==> config.mk <==
export PLATFORM = sky130hd
export DESIGN_NAME = memory_array
export DESIGN_NICKNAME = d
export VERILOG_FILES = /design/src/rtl/memory_array_pkg.sv /design/src/rtl/memory_array_result_col.sv /design/src/rtl/memory_array.sv
export SDC_FILE = /design/constraint.sdc
export NUM_CORES = 1
export LEC_CHECK = 0
export BUFFER_PORTS_ARGS = -buffer_cell sky130_fd_sc_hd__buf_4
export CAP_MARGIN = 20
export CELL_PAD_IN_SITES_DETAIL_PLACEMENT = 1
export CELL_PAD_IN_SITES_GLOBAL_PLACEMENT = 2
export CORE_UTILIZATION = 27
export DETAILED_ROUTE_END_ITERATION = 12
export GPL_TIMING_DRIVEN = 0
export PLACE_DENSITY = 0.82
export SLEW_MARGIN = 20
export SYNTH_ARGS = -nofsm -noshare
export SYNTH_HDL_FRONTEND = slang
export SYNTH_SLANG_ARGS = --single-unit
==> constraint.sdc <==
create_clock -name clk -period 0.9 [get_ports clk]
set_input_delay 0.045 -clock clk [delete_from_list [all_inputs] [get_ports clk]]
set_output_delay 0.045 -clock clk [all_outputs]
set_load 0.02 [all_outputs]
==> src/rtl/memory_array_pkg.sv <==
// -----------------------------------------------------------------------------
// memory_array_pkg
// Shared constants and helpers for the in-memory-compute storage slice.
//   DEFAULT_WIDTH : number of cells in each of the D and R vectors
//   d_op_t        : decoded parallel operation on the D vector
//   decode_d_op   : maps GWL/READ/Write onto the parallel operation
// -----------------------------------------------------------------------------
package memory_array_pkg;

    localparam int DEFAULT_WIDTH = 8;

    // Decoded parallel access to D. A simultaneous read and write is a
    // distinct case because DataOut must capture D before it is overwritten.
    typedef enum logic [1:0] {
        D_OP_NONE  = 2'b00,
        D_OP_READ  = 2'b01,
        D_OP_WRITE = 2'b10,
        D_OP_RMW   = 2'b11
    } d_op_t;

    // The global word line gates both parallel strobes; without it the
    // column is isolated from the parallel bus.
    function automatic d_op_t decode_d_op(input logic gwl,
                                          input logic read,
                                          input logic write);
        d_op_t op;
        op = D_OP_NONE;
        if (gwl) begin
            unique case ({write, read})
                2'b01:   op = D_OP_READ;
                2'b10:   op = D_OP_WRITE;
                2'b11:   op = D_OP_RMW;
                default: op = D_OP_NONE;
            endcase
        end
        return op;
    endfunction

endpackage

==> src/rtl/memory_array_result_col.sv <==
// -----------------------------------------------------------------------------
// memory_array_result_col
// Bit-serial result column (R cells) of the storage slice.
//   clk        : rising-edge clock
//   rst        : synchronous active-high reset, clears every R cell
//   clr        : clear all R cells; wins over any write word line
//   wwl        : per-cell write word lines; selected cells take from_adder
//   from_adder : serial result bit from the adder
//   rwl        : per-cell read word lines
//   to_adder   : wired-OR of the selected R cells (combinational)
// -----------------------------------------------------------------------------
module memory_array_result_col
    import memory_array_pkg::*;
#(
    parameter int WIDTH = DEFAULT_WIDTH
) (
    input  logic             clk,
    input  logic             rst,
    input  logic             clr,
    input  logic [WIDTH-1:0] wwl,
    input  logic             from_adder,
    input  logic [WIDTH-1:0] rwl,
    output logic             to_adder
);

    logic [WIDTH-1:0] r_reg;
    logic [WIDTH-1:0] r_next;
    logic [WIDTH-1:0] r_sel;

    // Per-cell next-state: every cell sees the same serial bit, its own
    // write word line decides whether it captures it.
    generate
        for (genvar gi = 0; gi < WIDTH; gi++) begin : g_cell
            assign r_next[gi] = clr     ? 1'b0       :
                                wwl[gi] ? from_adder :
                                          r_reg[gi];
            assign r_sel[gi]  = rwl[gi] & r_reg[gi];
        end
    endgenerate

    always_ff @(posedge clk) begin
        if (rst) begin
            r_reg <= '0;
        end else begin
            r_reg <= r_next;
        end
    end

    // Shared read bit line: any selected cell holding 1 pulls it high.
    assign to_adder = |r_sel;

endmodule

==> src/rtl/memory_array.sv <==
// -----------------------------------------------------------------------------
// memory_array
// Single-column in-memory-compute storage slice for the convolution engine.
//   clk       : rising-edge clock
//   rst       : synchronous active-high reset (D, R and DataOut to zero)
//   DataIn    : parallel operand vector written into D
//   RWL       : read word lines, one per R cell
//   GWL       : global word line, enables parallel D access
//   WWL       : write word lines, one per R cell
//   READ      : parallel read of D into DataOut (qualified by GWL)
//   Write     : parallel write of DataIn into D (qualified by GWL)
//   Clr       : clear R cells
//   FromAdder : serial result bit from the adder
//   DataOut   : registered parallel read-out of D (1-cycle latency)
//   ToAdder   : serial bit of R returned to the adder
// The D side and the R side share only clock and reset.
// -----------------------------------------------------------------------------
module memory_array
    import memory_array_pkg::*;
#(
    parameter int WIDTH = DEFAULT_WIDTH
) (
    input  logic             clk,
    input  logic             rst,
    input  logic [WIDTH-1:0] DataIn,
    input  logic [WIDTH-1:0] RWL,
    input  logic             GWL,
    input  logic [WIDTH-1:0] WWL,
    input  logic             READ,
    input  logic             Write,
    input  logic             Clr,
    input  logic             FromAdder,
    output logic [WIDTH-1:0] DataOut,
    output logic             ToAdder
);

    d_op_t            d_op;
    logic             d_load;
    logic             out_load;
    logic [WIDTH-1:0] d_reg;
    logic [WIDTH-1:0] d_next;
    logic [WIDTH-1:0] data_out_reg;
    logic [WIDTH-1:0] data_out_next;

    assign d_op     = decode_d_op(GWL, READ, Write);
    assign d_load   = (d_op == D_OP_WRITE) || (d_op == D_OP_RMW);
    assign out_load = (d_op == D_OP_READ)  || (d_op == D_OP_RMW);

    // DataOut is fed from the current d_reg, never from d_next, so a
    // combined read/write returns the value stored before this edge.
    generate
        for (genvar gi = 0; gi < WIDTH; gi++) begin : g_d_cell
            assign d_next[gi]        = d_load   ? DataIn[gi] : d_reg[gi];
            assign data_out_next[gi] = out_load ? d_reg[gi]  : data_out_reg[gi];
        end
    endgenerate

    always_ff @(posedge clk) begin
        if (rst) begin
            d_reg        <= '0;
            data_out_reg <= '0;
        end else begin
            d_reg        <= d_next;
            data_out_reg <= data_out_next;
        end
    end

    assign DataOut = data_out_reg;

    memory_array_result_col #(
        .WIDTH (WIDTH)
    ) u_result_col (
        .clk        (clk),
        .rst        (rst),
        .clr        (Clr),
        .wwl        (WWL),
        .from_adder (FromAdder),
        .rwl        (RWL),
        .to_adder   (ToAdder)
    );

endmodule

==> impl_metrics.py <==
metrics = {
    "synth": {
        "ys_top_cells_by_area": "dfxtp_1 46%, a21bo_2 12%, a21oi_1 7.7%",
        "netlist_instances": 105,
        "synth_fp_nets": 136,
        "ys_types": 14,
        "ys_seq_elements": 24,
        "seq_area_frac_synth": 0.460,
        "synth.largest_area_cell": "dfxtp_1",
        "synthesis.area_um2": 1040,
        "yosys_warnings": 0,
        "synth_top_area_frac": 0.460,
        "synth_area_per_cell_um2": 9.94,
    },
    "drt": {
        "avgViaCountPerCell": 4.66,
        "num_vias": 899,
        "wirelength_um": 2440,
        "detail-route-antenna-nets": 0,
        "avgRoutedWirePerCell_um": 12.7,
        "drt_iter0_drc": 9,
        "drc": 0,
        "drt_pass1_iterations": 4,
    },
    "sta": {
        "clock_skew_ns": 0.00201,
        "worstMarginPinSlew_ns": 0.424,
        "fin_crit_sh": 1.18,
        "fin_tns_setup_ns": -0.159,
        "drv_slew": 0,
        "period_needed_ns": 1.06,
        "setup_slack_ns": -0.159,
        "fmax_mhz": 944,
        "final-setup-viol-count": 1,
        "hold_ws_ns": 0.0328,
        "relSlewSlack": 0.717,
        "hold_viol": 0,
        "rsz0062_at_grt": "yes",
    },
    "placement": {
        "placed_area_um2": 1370,
        "pre_cts_ws_ns": 0.0903,
        "dp.cells": 188,
        "dp_hpwl_um": 1860,
        "port_buffers": 35,
        "gp_congestion": 0.702,
    },
    "cts": {
        "clkTransAtPathRegs_ns": 0.09,
        "cts_max_level": 1,
        "cts_tree": "yes",
        "cts_setup_buffers": 0,
        "root_buffer": "clkbuf_8",
        "cts_made_buffers": 3,
        "insertion_delay_ns": 0.26,
        "clk_path_buf_depth": 2,
        "cts_sinks": 24,
    },
    "die": {
        "io-pin-count": 40,
        "initial_core_util": 0.283,
        "die_w_um": 64.2,
        "die_y_um": 64.2,
        "core_area_um2": 3690,
        "dieArea_um2": 4120,
        "rows": 22,
    },
    "final_layout": {
        "antenna_cells": 0,
        "final_core_util": 0.399,
        "layout_commonest_cell": "buf_4",
        "fin_nets": 177,
        "fin_cells": 193,
        "area_delta_synth_final_pct": 40.9,
        "drive_gt1_frac": 0.455,
        "final_area_um2": 1470,
        "n_fill_cell": 437,
        "final_cell_mix": "35 x buf_4, 22 x dfxtp_1, 16 x nand3_1, 16 x a21oi_1, 12 x a21bo_2",
    },
    "worst_setup_path": {
        "crit_required_ns": 0.85,
        "crit_type": "flop to output port",
        "critPathBufInv": 1,
        "end_kind": "output port",
        "critPathMaxFanout": 2,
        "cp.arrival_ns": 1.01,
        "slowest_delay_ns": 0.33,
        "cp_slowest_cell": "dfxtp_2",
        "critical-path-top-delay-family": "flip-flops",
        "startpoint_type": "flop",
        "crit_chain": "a22oi_2 > nand4_1 > buf_4",
    },
    "grt": {
        "grt_busiest_layer": "met2",
        "grt-ovfl-total": 0,
        "grt_util_all_layers": 0.121,
        "grtUsageMet3": 0.0250,
        "grt_first_pass_wirelength_um": 3970,
        "antenna_found_initial": 0,
        "grtUsageMet2": 0.230,
        "grt_use_met1": 0.139,
        "grt_pass1_vias": 913,
        "grt_max_degree": 15,
    },
    "power_and_ir_drop": {
        "combPwrFrac": 0.133,
        "powerDensity_nw_per_um2": 1600,
        "leakagePower_nw": 0.619,
        "pwr-share-seq": 0.473,
        "ir_drop_mv": 0.592,
        "p_int_mw": 1.87,
        "switching_share": 0.207,
        "power.share.clock": 0.394,
        "power_mw": 2.36,
        "switchingPower_uw": 489,
    },
    "status": {
        "outcome": "complete, but fails checks",
        "violations": "negative setup slack",
    },
    "job": {
        "drv_cap": 0,
    },
    "min_path": {
        "worst_hold_path_type": "input pin to flop",
    },
}
[per-layer routing]
layer | wire [um] | up-vias
met1 | 1010 | 419
met3 | 161 | 0
met5 | 0 | -
met4 | 0 | 0
met2 | 1280 | 28
li1 | - | 452
[path summary, 6_finish.rpt]
check                               end             startpoint  slack [ns]  cells past startpoint
setup reg to reg             DataOut[7]             DataOut[7]        0.13                      2
hold / removal    u_result_col.r_reg[2]                 WWL[2]        0.03                      3
setup / recovery                ToAdder  u_result_col.r_reg[6]       -0.16                      3
hold reg to reg              DataOut[3]               d_reg[3]        0.46                      2
[synth_stat cells]
| cell type | instances |
|---|---|
| a21oi_1 | 16 |
| a21bo_1 | 4 |
| nand4_1 | 1 |
| mux2i_1 | 8 |
| clkbuf_1 | 1 |
| nand3_1 | 16 |
| buf_2 | 3 |
| nor2_1 | 8 |
| a22oi_1 | 4 |
| dfxtp_1 | 24 |
| buf_1 | 1 |
| or2_1 | 1 |
| a21bo_2 | 12 |
| buf_6 | 6 |
[what timing repair did]
item	4_1_cts	5_1_grt
pin swaps	2	3
resized for setup	3	3
endpoints found under the setup margin	1	1
endpoints found under the hold margin	6	0
hold buffers	1	0
[worst register-to-register path, stage by stage, from the launching register on]
cell	delay, ns
dfxtp_1	0.34
a21bo_1	0.20
a21oi_1	0.15
[cell families after synthesis]
logic type             after synthesis  synth area share
AOI/OAI and AO/OA                   36             0.259
and+or+nand+nor                     26             0.118
DFF                                 24             0.460
buffers and inverters               11            0.0863
muxes                                8            0.0767
[cell type report]
class	count	area (um^2)	share of cell area
buffer	11	90.1	0.0613
clock buffer	3	41.3	0.0281
clock inverter	1	30.0	0.0204
multi-input combinational	70	493	0.335
sequential	24	483	0.329
tap	48	60.1	0.0409
timing repair buffer	36	273	0.186
[power by group through the flow]
stage,Combinational [mW],Sequential (mW),Clock (mW)
2_1_floorplan,0.160,1.14,0
3_3_place_gp,0.301,1.14,0
3_5_place_dp,0.310,1.14,0
4_1_cts,0.318,1.11,0.954
5_1_grt,0.345,1.12,0.994
6_report,0.314,1.11,0.928
No activity file was read; power rests on OpenSTA's default activity.
